**src/rtl/morse_encode_if.sv**
```systemverilog
// Handshake and data bundle between a Morse encoder and its user.
// The master drives the request; the slave (the encoder) returns the stream.
interface morse_encode_if #(
  parameter int N_CHAR = 5
);
  logic                  start;
  logic [7*N_CHAR-1:0]   in_text;
  logic [16*N_CHAR-1:0]  out_bits;
  logic                  valid;
  logic                  busy;
  logic                  err;

  modport master (output start, in_text, input out_bits, valid, busy, err);
  modport slave  (input start, in_text, output out_bits, valid, busy, err);
endinterface

```
**src/rtl/morse_encode.sv**
```systemverilog
// Morse encoder: turns N_CHAR ASCII capitals into an on/off bit stream.
// dot = "10", dash = "1110", letter end = "00", packed MSB-first from the top
// of out_bits. One symbol is written per cycle, plus one cycle per letter gap.
module morse_encode #(
  parameter int N_CHAR = 5
) (
  input  logic          clk,
  input  logic          rst,
  morse_encode_if.slave bus
);
  localparam int TW = 7 * N_CHAR;
  localparam int SW = 16 * N_CHAR;
  localparam int PW = $clog2(SW + 1);
  localparam int IW = (N_CHAR > 1) ? $clog2(N_CHAR) : 1;

  typedef enum logic [1:0] {IDLE, SYM, GAP, DONE} state_t;

  state_t         state;
  logic [TW-1:0]  text;      // latched text, shifted so the current letter sits on top
  logic [SW-1:0]  out_bits;
  logic           valid;
  logic           busy;
  logic           err;
  logic [PW-1:0]  ptr;       // bit offset from the MSB of the stream
  logic [IW-1:0]  idx;       // current character index
  logic [1:0]     sym;       // symbol index within the current letter

  logic [6:0]     cur_char;
  logic [2:0]     cur_len;
  logic [3:0]     cur_pat;
  logic           cur_dash;
  logic [PW-1:0]  sym_width;
  logic [SW-1:0]  sym_mask;
  logic           any_bad;

  // Letter table: {symbol count, pattern}; pattern is left-aligned, 1 = dash.
  function automatic logic [6:0] morse_lut(input logic [6:0] c);
    case (c)
      7'h41: morse_lut = {3'd2, 4'b0100}; // A .-
      7'h42: morse_lut = {3'd4, 4'b1000}; // B -...
      7'h43: morse_lut = {3'd4, 4'b1010}; // C -.-.
      7'h44: morse_lut = {3'd3, 4'b1000}; // D -..
      7'h45: morse_lut = {3'd1, 4'b0000}; // E .
      7'h46: morse_lut = {3'd4, 4'b0010}; // F ..-.
      7'h47: morse_lut = {3'd3, 4'b1100}; // G --.
      7'h48: morse_lut = {3'd4, 4'b0000}; // H ....
      7'h49: morse_lut = {3'd2, 4'b0000}; // I ..
      7'h4A: morse_lut = {3'd4, 4'b0111}; // J .---
      7'h4B: morse_lut = {3'd3, 4'b1010}; // K -.-
      7'h4C: morse_lut = {3'd4, 4'b0100}; // L .-..
      7'h4D: morse_lut = {3'd2, 4'b1100}; // M --
      7'h4E: morse_lut = {3'd2, 4'b1000}; // N -.
      7'h4F: morse_lut = {3'd3, 4'b1110}; // O ---
      7'h50: morse_lut = {3'd4, 4'b0110}; // P .--.
      7'h51: morse_lut = {3'd4, 4'b1101}; // Q --.-
      7'h52: morse_lut = {3'd3, 4'b0100}; // R .-.
      7'h53: morse_lut = {3'd3, 4'b0000}; // S ...
      7'h54: morse_lut = {3'd1, 4'b1000}; // T -
      7'h55: morse_lut = {3'd3, 4'b0010}; // U ..-
      7'h56: morse_lut = {3'd4, 4'b0001}; // V ...-
      7'h57: morse_lut = {3'd3, 4'b0110}; // W .--
      7'h58: morse_lut = {3'd4, 4'b1001}; // X -..-
      7'h59: morse_lut = {3'd4, 4'b1011}; // Y -.--
      7'h5A: morse_lut = {3'd4, 4'b1100}; // Z --..
      default: morse_lut = 7'd0;
    endcase
  endfunction

  // Decode the current symbol and build the mask of '1' bits it sets at ptr.
  always_comb begin
    cur_char  = text[TW-1 -: 7];
    {cur_len, cur_pat} = morse_lut(cur_char);
    cur_dash  = cur_pat[2'd3 - sym];
    sym_width = cur_dash ? PW'(4) : PW'(2);
    sym_mask  = '0;
    for (int i = 0; i < SW; i++) begin
      sym_mask[SW-1-i] = (i >= int'(ptr)) && (i < int'(ptr) + (cur_dash ? 3 : 1));
    end
  end

  // Flag any character of the incoming text outside 'A'..'Z'.
  always_comb begin
    any_bad = 1'b0;
    for (int k = 0; k < N_CHAR; k++) begin
      if (bus.in_text[7*k +: 7] < 7'h41 || bus.in_text[7*k +: 7] > 7'h5A) begin
        any_bad = 1'b1;
      end
    end
  end

  // Encoder FSM with registered outputs; reset aborts any encode in progress.
  always_ff @(posedge clk) begin
    if (rst) begin
      state    <= IDLE;
      text     <= '0;
      out_bits <= '0;
      valid    <= 1'b0;
      busy     <= 1'b0;
      err      <= 1'b0;
      ptr      <= '0;
      idx      <= '0;
      sym      <= 2'd0;
    end else begin
      case (state)
        IDLE, DONE: begin
          if (bus.start) begin
            text     <= bus.in_text;
            out_bits <= '0;
            ptr      <= '0;
            idx      <= '0;
            sym      <= 2'd0;
            if (any_bad) begin
              state <= DONE;
              valid <= 1'b1;
              err   <= 1'b1;
              busy  <= 1'b0;
            end else begin
              state <= SYM;
              valid <= 1'b0;
              err   <= 1'b0;
              busy  <= 1'b1;
            end
          end
        end
        SYM: begin
          out_bits <= out_bits | sym_mask;
          ptr      <= ptr + sym_width;
          if (3'(sym) + 3'd1 == cur_len) begin
            sym   <= 2'd0;
            state <= GAP;
          end else begin
            sym <= sym + 2'd1;
          end
        end
        GAP: begin
          // The letter-end zeros are already present since out_bits starts cleared.
          ptr <= ptr + PW'(2);
          sym <= 2'd0;
          if (idx == IW'(N_CHAR - 1)) begin
            state <= DONE;
            valid <= 1'b1;
            busy  <= 1'b0;
          end else begin
            idx   <= idx + IW'(1);
            text  <= text << 7;
            state <= SYM;
          end
        end
        default: state <= IDLE;
      endcase
    end
  end

  assign bus.out_bits = out_bits;
  assign bus.valid    = valid;
  assign bus.busy     = busy;
  assign bus.err      = err;
endmodule

```
**src/flat_wrapper.sv**
```systemverilog
// flat-port wrapper written by rule: the top's interface ports become plain ports
module morse_encode_flat 
#(
  parameter int N_CHAR = 5
)
  (clk, rst, bus_start, bus_in_text, bus_out_bits, bus_valid, bus_busy, bus_err);
  morse_encode_if #(.N_CHAR(N_CHAR)) bus_i ();
  input  logic clk;
  input  logic rst;
  input wire logic [$bits(bus_i.start)-1:0] bus_start;
  input wire logic [$bits(bus_i.in_text)-1:0] bus_in_text;
  output wire logic [$bits(bus_i.out_bits)-1:0] bus_out_bits;
  output wire logic [$bits(bus_i.valid)-1:0] bus_valid;
  output wire logic [$bits(bus_i.busy)-1:0] bus_busy;
  output wire logic [$bits(bus_i.err)-1:0] bus_err;
  assign bus_i.start = bus_start;
  assign bus_i.in_text = bus_in_text;
  assign bus_out_bits = bus_i.out_bits;
  assign bus_valid = bus_i.valid;
  assign bus_busy = bus_i.busy;
  assign bus_err = bus_i.err;
  morse_encode #(.N_CHAR(N_CHAR)) u_core (.clk(clk), .rst(rst), .bus(bus_i));
endmodule
```
**config.mk**
```make
export PLATFORM = sky130hd
export DESIGN_NAME = morse_encode_flat
export DESIGN_NICKNAME = d
export VERILOG_FILES = /design/src/rtl/morse_encode_if.sv /design/src/rtl/morse_encode.sv /design/src/flat_wrapper.sv
export SDC_FILE = /design/constraint.sdc
export NUM_CORES = 1
export LEC_CHECK = 0
export ABC_AREA = 1
export CAP_MARGIN = 5
export CORE_MARGIN = 3
export CORE_UTILIZATION = 49
export DETAILED_ROUTE_END_ITERATION = 10
export GPL_TIMING_DRIVEN = 0
export PLACE_DENSITY = 0.85
export RECOVER_POWER = 100
export SLEW_MARGIN = 30
export SYNTH_ARGS = -nofsm -noshare
export SYNTH_HDL_FRONTEND = slang
export SYNTH_SLANG_ARGS = --single-unit
```
**constraint.sdc**
```tcl
create_clock -name clk -period 3.45 [get_ports clk]
set_clock_uncertainty 0.2 [all_clocks]
set_input_delay 1.035 -clock clk [delete_from_list [all_inputs] [get_ports clk]]
set_output_delay 1.035 -clock clk [all_outputs]
set_load 0.01 [all_outputs]
```
==> impl_metrics.tcl <==
set metrics [dict create \
    worstReg2RegEnd "u_core.bus.out_bits[61]$_SDFFE_PP0P_" \
    arrival_ns 3.33 \
    seqPwrFrac_pct 32.2 \
    fmax_ghz 0.308 \
    clkLatencyLatePin_ns 0.42 \
    ir_drop_mv 0.452 \
    cts.reportedPaths.clkPinSlew_ns 0.06 \
    synth_xor_area_share_pct 0.266 \
    crit_family "simple AND/OR/NAND/NOR gates" \
    synthSimpleGateAreaFrac_pct 27.5 \
    cpMaxStageDelayCell "nor3_1" \
    synth_warnings 0 \
    synth_area_leaders "dfxtp_1 42%, nand2_1 12%, a21oi_1 8.8%" \
    r2r_slack_ns 0.21 \
    p_clk_share_pct 31.2 \
    swShare_pct 39.1 \
    required_ns 3.54 \
    cts_made_buffers 17 \
    timing_hold_violations_final 0 \
    cts.sinks 138 \
    synth-edff-count 0 \
    slew_headroom_pct 32.6 \
    dp_slack_ns -0.221 \
    portBuffers 119 \
    power_frac_comb_pct 36.6 \
    synthMuxAreaShare_pct 0 \
    synthAdderAreaFrac_pct 3.15 \
    synth_area_sq_um 6590 \
    reg2reg_depth 14 \
    endpoint_kind "flip-flop" \
    dp_hpwl_um 14900 \
    critPathLaunchType "flip-flop" \
    synth.most_common_cell "nand2_1" \
    ios 121 \
    overflow 0 \
    area_growth_pct 30.6 \
    path_depth 14 \
    crit_type "reg -> reg" \
    status "finished clean" \
    netlist_instances 938 \
    die_y_um 122 \
    dieArea_sq_um 14900 \
    yosys_most_used_dff "dfxtp_1" \
    drtAntennaViolNets 0 \
    slew_viol_final 0 \
    final.min_clock_period_ns 3.24 \
    syn_avg_cell_area_sq_um 7.02 \
    grt_pass1_vias 6393 \
    die_x_um 122 \
    fin_nets 1130 \
    setup_slack_ns 0.206 \
    grtUsageTotal_pct 27.3 \
    cts_tree "yes" \
    rsz0062_at_grt "no" \
    gp_congestion 0.996 \
    cp_max_fo 7 \
    p_switching_mw 2.42 \
    crit_top_cell "nand2_1" \
    clock-root-buffer "clkbuf_16" \
    hold_path.class "reg -> reg" \
    synth_cell_types 39 \
    slowest_delay_ns 0.79 \
    wl_um 20200 \
    yosys.area.top_type_share_pct 41.9 \
    r2r_start "u_core.sym[0]$_SDFFE_PP0N_" \
    seq_area_frac_synth_pct 41.9 \
    stdcell_count 1260 \
    worst_pin_slew_ns 1.00 \
    crit_path_end "u_core.bus.out_bits[61]$_SDFFE_PP0P_" \
    fill_cells 1081 \
    start_util_pct 51.2 \
    path_cells "inv_1, nand2_1, nand3_1, nand2_1, inv_1, ha_1, nand2_1, nand2_1, nand2_1, inv_1, nor3_1, o21ai_0, nand2_1, a21oi_1" \
    synth-seq-cells 138 \
    async_reset_ff_share_pct 0 \
    syn_nets 992 \
    drc 0 \
    grt_pass1_wl_um 32000 \
    num_antenna_cells 0 \
    via_count 6901 \
    crit_start "u_core.sym[0]$_SDFFE_PP0N_" \
    crit_buf_inv 3 \
    synth_top_family_by_area "simple AND/OR/NAND/NOR gates" \
    timing.final.crit_share_pct 94.0 \
    synth_area_leader_cell "dfxtp_1" \
    synth_compound_area_share_pct 18.0 \
    wl_per_cell_um 16.1 \
    rows 41 \
    final_core_util_pct 66.8 \
    drtIter0Drc 679 \
    core_area_sq_um 12900 \
    finalPower_mw 6.19 \
    dp.cells 1229 \
    p_leak_nw 3.80 \
    setup_viol 0 \
    antenna_found_initial 0 \
    drt_pass1_iterations 8 \
    yosys-top-cells-count "207 x nand2_1, 138 x dfxtp_1, 116 x a21oi_1, 106 x inv_1, 101 x nor2_1" \
    h-tree-depth 4 \
    max-cap-violations 0 \
    drive_gt1_share_pct 7.17 \
    internal_power_mw 3.77 \
    cellPowerDensity_nw_per_um2 720 \
    via_per_inst 5.48 \
    clk_path_buf_depth 2 \
    grt_max_degree 17 \
]
## state kept, by name, summed over array words and instances, names as in the netlist
name and count:
u_core.bus.out_bits 80, u_core.text 35, u_core.ptr 6, u_core.cur_pat 4
u_core.cur_len 3, u_core.idx 3, u_core.state 2, u_core.sym 2
u_core.bus.busy 1, u_core.bus.err 1, u_core.bus.valid 1
## worst register-to-register path: cells and delay by family, from the launching register on
family	cells	cell delay [ns]
compound gates	2	0.30
buf+inv	3	0.30
fa+ha+maj	1	0.19
simple gates	8	1.70
flops	1	0.43
## power groups by stage
| stage | combinational (mW) | clock (mW) | sequential, mW |
|---|---|---|---|
| 3_5_place_dp | 2.22 | 0 | 2.02 |
| 5_1_grt | 2.52 | 2.00 | 2.02 |
| 6_report | 2.27 | 1.93 | 2.00 |
| 2_1_floorplan | 1.57 | 0 | 1.98 |
| 4_1_cts | 2.25 | 1.93 | 1.99 |
| 3_3_place_gp | 2.19 | 0 | 2.01 |
## routing by layer
metal	wire, um	part of all wire (%)	global-route usage (%)	vias to the layer above
li1	-	-	-	3354
met1	8250	41	35.7	3163
met2	9690	48	44.4	336
met3	1810	8.9	5.48	48
met4	488	2.4	10.7	0
met5	0	0	0	-
## final cells by class
class | instances | area [sq um] | share of cell area (%)
Clock inverter | 7 | 139 | 1.61
Sequential cell | 138 | 2760 | 32.1
Tap cell | 172 | 215 | 2.50
Timing Repair Buffer | 119 | 1190 | 13.8
Clock buffer | 24 | 482 | 5.60
Inverter | 113 | 424 | 4.93
Multi-Input combinational cell | 649 | 3220 | 37.5
Buffer | 38 | 166 | 1.93
## through the flow
| stage | hold WS (ns) | TNS [ns] | instance area [sq um] |
|---|---|---|---|
| final | 0.243 | 0 | 8600 |
| after global routing | 0.257 | 0 | 8600 |
| after CTS | 0.251 | 0 | 8610 |
| after detailed placement | 0.239 | -0.830 | 7990 |
| after global placement | 0.237 | -0.741 | 7990 |
| after floorplan | 0.240 | 0 | 6590 |
## cell usage in the layout, fill, tap and decap left out, drive strengths merged
| cell | instances |
|---|---|
| xnor2 | 1 |
| ha | 15 |
| o31ai | 4 |
| nand2 | 224 |
| dlygate4sd3 | 85 |
| o21ba | 1 |
| xor2 | 1 |
| a31oi | 34 |
| nand3b | 4 |
| nor2 | 105 |
| fa | 1 |
| buf | 13 |
| a21oi | 118 |
| nor3 | 15 |
| clkdlybuf4s50 | 34 |
| a211oi | 5 |
| a22oi | 2 |
| clkbuf | 49 |
| or2 | 2 |
| bufinv | 4 |
| nand4 | 8 |
| o21ai | 49 |
| dfxtp | 138 |
| clkinv | 4 |
| inv | 112 |
| nand3 | 57 |
| o22ai | 3 |
## cell families after synthesis
| group | count (synthesis) |
|---|---|
| adder cells (fa/ha/maj) | 16 |
| buffers and inverters | 151 |
| XOR/XNOR | 2 |
| AO/OA/AOI/OAI | 216 |
| AND/OR/NAND/NOR | 415 |
| flip-flops | 138 |
## how the worst min path moves through the flow
stage | depth (start not counted) | slack (ns) | start | endpoint
2_1_floorplan | 2 | 0.24 | u_core.text[0]$_SDFFE_PP0P_ | u_core.text[0]$_SDFFE_PP0P_
3_3_place_gp | 2 | 0.24 | u_core.bus.out_bits[3]$_SDFFE_PP0P_ | u_core.bus.out_bits[3]$_SDFFE_PP0P_
3_5_place_dp | 2 | 0.24 | u_core.bus.out_bits[14]$_SDFFE_PP0P_ | u_core.bus.out_bits[14]$_SDFFE_PP0P_
4_1_cts | 2 | 0.25 | u_core.bus.out_bits[38]$_SDFFE_PP0P_ | u_core.bus.out_bits[38]$_SDFFE_PP0P_
5_1_grt | 2 | 0.26 | u_core.bus.out_bits[28]$_SDFFE_PP0P_ | u_core.bus.out_bits[28]$_SDFFE_PP0P_
6_report | 2 | 0.24 | u_core.bus.out_bits[61]$_SDFFE_PP0P_ | u_core.bus.out_bits[61]$_SDFFE_PP0P_
## timing repair
action	in CTS	in global routing
endpoints found under the setup margin	0	1
hold buffers	0	0
resized for setup	0	2
buffers inserted	0	0
(Power assumes the default switching activity.)
